==> config.mk <==
export PLATFORM = sky130hd
export DESIGN_NAME = csa_accum_ctrl
export DESIGN_NICKNAME = d
export VERILOG_FILES = /design/src/rtl/csa_accum_ctrl_pkg.sv /design/src/rtl/csa_row_3to2.sv /design/src/rtl/csa_accum_ctrl.sv
export SDC_FILE = /design/constraint.sdc
export NUM_CORES = 1
export LEC_CHECK = 0
export BUFFER_PORTS_ARGS = -buffer_cell sky130_fd_sc_hd__buf_2
export CAP_MARGIN = 20
export CORE_UTILIZATION = 45
export DETAILED_ROUTE_END_ITERATION = 8
export GPL_TIMING_DRIVEN = 1
export PLACE_DENSITY = 0.64
export SYNTH_ARGS = -nofsm -noshare
export SYNTH_HDL_FRONTEND = slang
export SYNTH_SLANG_ARGS = --single-unit
==> constraint.sdc <==
create_clock -name clk -period 15.1 [get_ports clk]
set_input_delay 0.755 -clock clk [delete_from_list [all_inputs] [get_ports clk]]
set_output_delay 0.755 -clock clk [all_outputs]
set_load 0.02 [all_outputs]
==> src/rtl/csa_accum_ctrl_pkg.sv <==
// Shared definitions for the carry-save accumulation sequencer: state encoding,
// default geometry and the resolve-chunk derivations.
package csa_accum_ctrl_pkg;

    localparam int WIDTH_DEF = 32;
    localparam int GUARD_DEF = 8;
    localparam int CHUNK_DEF = 8;

    typedef enum logic [1:0] {
        ST_IDLE    = 2'd0,
        ST_ACCUM   = 2'd1,
        ST_RESOLVE = 2'd2,
        ST_DONE    = 2'd3
    } state_t;

    function automatic int calc_nchunk(input int width, input int guard, input int chunk);
        return (width + guard) / chunk;
    endfunction

    function automatic int calc_idx_width(input int nchunk);
        return (nchunk <= 1) ? 1 : $clog2(nchunk);
    endfunction

endpackage

==> src/rtl/csa_row_3to2.sv <==
// W-bit 3:2 carry-save compressor; the carry vector is returned unshifted so the
// caller decides how to align and truncate it.
module csa_row_3to2 #(
    parameter int W = 40
) (
    input  logic [W-1:0] i_a,
    input  logic [W-1:0] i_b,
    input  logic [W-1:0] i_c,
    output logic [W-1:0] o_sum,
    output logic [W-1:0] o_carry
);

    assign o_sum   = i_a ^ i_b ^ i_c;
    assign o_carry = (i_a & i_b) | (i_a & i_c) | (i_b & i_c);

endmodule

==> src/rtl/csa_accum_ctrl.sv <==
// Multi-operand signed accumulator: keeps the total in sum/carry form while
// operands stream in, then resolves it to binary one CHUNK-bit slice per cycle.
module csa_accum_ctrl
    import csa_accum_ctrl_pkg::*;
#(
    parameter int WIDTH = WIDTH_DEF,
    parameter int GUARD = GUARD_DEF,
    parameter int CHUNK = CHUNK_DEF
) (
    input  logic             clk,
    input  logic             rst,
    input  logic             in_valid,
    output logic             in_ready,
    input  logic [WIDTH-1:0] in_data,
    input  logic             in_last,
    output logic             out_valid,
    input  logic             out_ready,
    output logic [WIDTH-1:0] out_sum,
    output logic             out_cout,
    output logic             out_of,
    output logic [GUARD:0]   out_count,
    output logic             busy
);

    localparam int W      = WIDTH + GUARD;
    localparam int NCHUNK = calc_nchunk(WIDTH, GUARD, CHUNK);
    localparam int KW     = calc_idx_width(NCHUNK);
    localparam logic [GUARD:0] MAX_COUNT = {1'b1, {GUARD{1'b0}}};
    localparam logic [KW-1:0]  LAST_K    = KW'(NCHUNK - 1);

    state_t           r_state, w_state_next;
    logic [W-1:0]     r_s, r_c, r_res;
    logic [GUARD:0]   r_count;
    logic [KW-1:0]    r_k;
    logic             r_cy;
    logic             r_out_valid, r_out_cout, r_out_of;
    logic [WIDTH-1:0] r_out_sum;
    logic [GUARD:0]   r_out_count;

    logic [W-1:0]     w_x, w_csa_sum, w_csa_carry, w_res_next;
    logic [GUARD:0]   w_count_next;
    logic [CHUNK:0]   w_chunk_add;
    logic [W-WIDTH:0] w_res_hi;
    logic             w_accept, w_last, w_last_chunk;

    assign in_ready     = (r_state == ST_IDLE) || (r_state == ST_ACCUM);
    assign busy         = (r_state != ST_IDLE);
    assign w_accept     = in_valid & in_ready;
    assign w_x          = {{GUARD{in_data[WIDTH-1]}}, in_data};
    assign w_count_next = r_count + (GUARD+1)'(1);
    assign w_last       = in_last || (w_count_next == MAX_COUNT);
    assign w_last_chunk = (r_k == LAST_K);

    csa_row_3to2 #(.W(W)) u_row (
        .i_a     (r_s),
        .i_b     (r_c),
        .i_c     (w_x),
        .o_sum   (w_csa_sum),
        .o_carry (w_csa_carry)
    );

    // One ripple slice of the final sum+carry resolution, merged into the result.
    always_comb begin
        w_chunk_add = {1'b0, r_s[r_k*CHUNK +: CHUNK]} + {1'b0, r_c[r_k*CHUNK +: CHUNK]}
                    + (CHUNK+1)'(r_cy);
        // NOTE: every always_comb output gets a default first so no path infers a latch.
        w_res_next = r_res;
        w_res_next[r_k*CHUNK +: CHUNK] = w_chunk_add[CHUNK-1:0];
        w_res_hi = w_res_next[W-1:WIDTH-1];
    end

    always_comb begin
        w_state_next = r_state;
        case (r_state)
            ST_IDLE, ST_ACCUM: if (w_accept) w_state_next = w_last ? ST_RESOLVE : ST_ACCUM;
            ST_RESOLVE:        if (w_last_chunk) w_state_next = ST_DONE;
            ST_DONE:           if (out_ready) w_state_next = ST_IDLE;
            default:           w_state_next = ST_IDLE;
        endcase
    end

    // NOTE: sequential state uses non-blocking assignments so every register samples pre-edge values.
    always_ff @(posedge clk or posedge rst) begin
        if (rst) r_state <= ST_IDLE;
        else     r_state <= w_state_next;
    end

    always_ff @(posedge clk or posedge rst) begin
        if (rst) begin
            r_s         <= '0;
            r_c         <= '0;
            r_res       <= '0;
            r_count     <= '0;
            r_k         <= '0;
            r_cy        <= 1'b0;
            r_out_valid <= 1'b0;
            r_out_sum   <= '0;
            r_out_cout  <= 1'b0;
            r_out_of    <= 1'b0;
            r_out_count <= '0;
        end else begin
            case (r_state)
                ST_IDLE, ST_ACCUM: begin
                    if (w_accept) begin
                        r_s     <= w_csa_sum;
                        r_c     <= w_csa_carry << 1;  // top carry falls off: mod 2**W
                        r_count <= w_count_next;
                        r_k     <= '0;
                        r_cy    <= 1'b0;
                    end
                end
                ST_RESOLVE: begin
                    r_res <= w_res_next;
                    r_cy  <= w_chunk_add[CHUNK];
                    r_k   <= r_k + KW'(1);
                    if (w_last_chunk) begin
                        r_k         <= '0;
                        r_out_valid <= 1'b1;
                        r_out_sum   <= w_res_next[WIDTH-1:0];
                        r_out_cout  <= w_res_next[WIDTH];
                        r_out_of    <= !((&w_res_hi) || !(|w_res_hi));
                        r_out_count <= r_count;
                    end
                end
                ST_DONE: begin
                    if (out_ready) begin
                        r_s         <= '0;
                        r_c         <= '0;
                        r_res       <= '0;
                        r_count     <= '0;
                        r_k         <= '0;
                        r_cy        <= 1'b0;
                        r_out_valid <= 1'b0;
                        r_out_sum   <= '0;
                        r_out_cout  <= 1'b0;
                        r_out_of    <= 1'b0;
                        r_out_count <= '0;
                    end
                end
                default: ;
            endcase
        end
    end

    assign out_valid = r_out_valid;
    assign out_sum   = r_out_sum;
    assign out_cout  = r_out_cout;
    assign out_of    = r_out_of;
    assign out_count = r_out_count;

endmodule
==> results.md <==
- Antenna violations before repair: 0
- Hold Path Class: flop to flop
- Synthesized cell area: ~9300 um^2
- Core area: 20200 um^2
- Crit path DAT: about 4200 ps
- Initial DRC Count: about 570
- DP HPWL: 15.4 mm
- Instance count on the critical path: 13
- Starting Density: a little under half
- CTS Root Cell: clkbuf_16
- Fin cells: ~1300
- Synth cell types: 60
- CTS resizes: 0
- Largest family of logic cells by synthesized area: compound AO/OA/AOI/OAI gates
- Comb pwr share: a little under half
- Full die area: 21300 um^2
- Total Routed Length: roughly 23 mm
- Post-Synth XOR/XNOR Area: less than 1%
- Clk pwr share: 18.8%
- DRC: 0
- Final hold slack: ~470 ps
- Most instantiated cells after synthesis: nand2_1, dfrtp_1, o21ai_0
- Reg2reg path depth: 13
- Final Skew: 10.7 ps
- H-tree levels: 4
- Rows: 52
- Internal power: 1.26 mW
- EDFF count, synth: 0
- Area contributors post-synth: dfrtp_1, nand2_1, fa_1, o21ai_0, a22o_1
- Hold depth: 2
- Syn Area/Cell: approximately 9.9 um^2
- Adder-cell share of the synthesized area: ~11%
- Pin count of the biggest net entering global routing: between 100 and 150
- Leak Pwr: a little under 5 nW
- Ys flop type: dfrtp_1
- # IOs: 83
- # nets final: approximately 1100
- CP cell instances: buf_4 > clkinv_1 > a31oi_1 > o21ai_0 > fa_1 > inv_1 > fa_1 > nor2b_1 > o311a_1 > o31a_1 > and2_1 > o41ai_1 > a211oi_1
- First-pass GRT wire length: roughly 37 mm
- # diodes: 0
- YS warnings: 0
- HP Start: out_cout
- Synth async-reset ratio: 100%
- Clock Tree Buf Depth: 2
- WS Path Type: flop to flop
- Kind of cell adding the most delay to the critical path: compound AO/OA/AOI/OAI gates
- Layout cell share with drive strength beyond 1: 15.2%
- Area growth, synth to finish: 12.6%
- Reg2Reg Setup Slack: ~11000 ps
- Dominant cell by count in the synthesized netlist: nand2_1
- FMAX: 0.258 GHz
- Final period util: around a quarter
- Seq pwr share: between 30% and 40%
- Die height: 146 um
- Final Hold Fails: 0
- GRT Overall Usage: between 20% and 30%
- WP data required: 15410 ps
- Simple-gate area share of the yosys netlist: between 10% and 20%
- Register area: roughly 4500 um^2
- Most used cell, CP: fa_1
- Final non-filler cell area: ~10000 um^2
- IO Port Bufs: slightly above 80
- Crit. End Element: flop
- Hold buffers post-CTS: 0
- Synth Area in Compound Gates: a little under a fifth
- Fin crit period: between 3000 and 4000 ps
- DR vias/cell: ~5.5
- CTS tree: done
- CTS Buf Count: 17
- # fillers: approximately 1900
- Total number of vias: ~7000
- Via count of the first global-routing pass: slightly below 7000
- WHS Endpoint: out_cout
- Sequential area share after synthesis: 47.8%
- Setup violations, final: 0
- Multi-input logic area: roughly 4600 um^2
- Crit path max-delay cell type: fa_1
- RR Startpoint: r_k[0]
- Synth Instances: approximately 940
- Net Switching: between 1 and 1.5 mW
- Max-cap violations: 0
- CP Buf/Inv Count: 3
- Die W: 146 um
- Mux cell area share after synthesis: under 10%
- CTS sink count: roughly 180
- Crit path max fanout: 29
- Drt pass-1 iters: 5
- Post-synthesis register bit count: about 180
- Slew at the pin with the worst max-slew slack: around 1100 ps
- Reg2reg end: out_of
- Synth top area share: about 48%
- Slew headroom: 26.9%
- Max VDD drop: 0.136 mV
- Final Max Tran Viols: 0
- Mean routed wirelength per cell: approximately 18 um
- Dpl cells: roughly 1200
- Post-synth top area cell: dfrtp_1
- Post-CTS Setup Bufs: 0
- Post-DRT Antenna Nets: 0
- Slowest stage delay, CP: 440 ps
- Status: finished clean
- Switching Share: about 46%
- Total global routing overflow: 0
- CP Launch Type: flop
- Clock Latency Late Sink: about 450 ps
- GPL Wtd Cong: between 0.8 and 0.9
- RSZ-0062 raised after global routing: false
- Post-synth net total: 1034
- Clk slew on worst S/H paths: roughly 70 ps
- Placed cell area: approximately 9900 um^2
- Setup TNS: 0 ps
- Pwr Density: around 220 nW/um^2
area by class of cell:
type | instances | area share [%]
Timing Repair Buffer | 90 | 4.49
Sequential cell | 178 | 42.5
Clock buffer | 17 | 4.06
Clock inverter | 15 | 1.54
Inverter | 13 | 0.513
Multi-Input combinational cell | 691 | 43.7
Tap cell | 270 | 3.22
kinds of logic after synthesis:
logic type | count (synthesis)
mux | 22
flops | 178
compound gates | 273
xor+xnor | 9
simple gates | 331
buf+inv | 72
fa+ha+maj | 56
sequential cells by signal, summed over array words and instances, names as in the netlist, 2 cells and up:
signal	count
out_count	9
r_count	9
r_res	40
out_sum	32
r_state	2
r_c	39
r_k	3
r_s	40
power by group through the flow:
stage               Clock [mW]  Combinational, mW  Sequential, mW
floorplan                    0              0.757           0.800
global placement             0               1.06           0.826
detailed placement           0               1.08           0.828
CTS                      0.451               1.09           0.821
global route             0.467               1.22           0.845
finish                   0.441               1.09           0.820
worst max-delay path by stage:
stage                               to  slack [ps]  startpoint
after CTS                       out_of       11230      r_k[0]
after global routing            out_of       10860      r_k[0]
after global placement          out_of       11420      r_k[0]
final                           out_of       11220      r_k[0]
after floorplan           out_count[0]        9510         rst
after detailed placement        out_of       11220      r_k[0]
layer usage:
| layer | track usage [%] | share of wire (%) | wire length [um] | vias up |
|---|---|---|---|---|
| li1 | - | - | - | 3392 |
| met4 | 6.47 | 1.5 | 340 | 0 |
| met1 | 31.3 | 46 | 10300 | 3422 |
| met5 | 0 | 0 | 0 | - |
| met2 | 36.4 | 49 | 11000 | 176 |
| met3 | 4.14 | 4.3 | 969 | 23 |
placed cells by master, fill, tap and decap left out, drive strengths merged, types with 15 or more instances in the layout:
cell	n
nand2	244
dfrtp	178
o21ai	156
buf	90
a22o	44
fa	40
nor2	29
a22oi	20
inv	20
a21oi	17
clkbuf	17
ha	16
nand3	15
per-stage QoR:
stage | total power [mW] | utilization (%) | setup slack [ps]
6_report | 2.35 | 51.8 | 11220
5_1_grt | 2.53 | 51.8 | 10860
4_1_cts | 2.36 | 51.8 | 11230
3_5_place_dp | 1.91 | 48.9 | 11220
3_3_place_gp | 1.88 | 48.9 | 11420
2_1_floorplan | 1.56 | - | 9510
worst min-delay path, stage by stage (launching register included):
cell	delay, ps
dfrtp_1	340
nand2_1	40
o21ai_0	50
(Power assumes the default switching activity.)
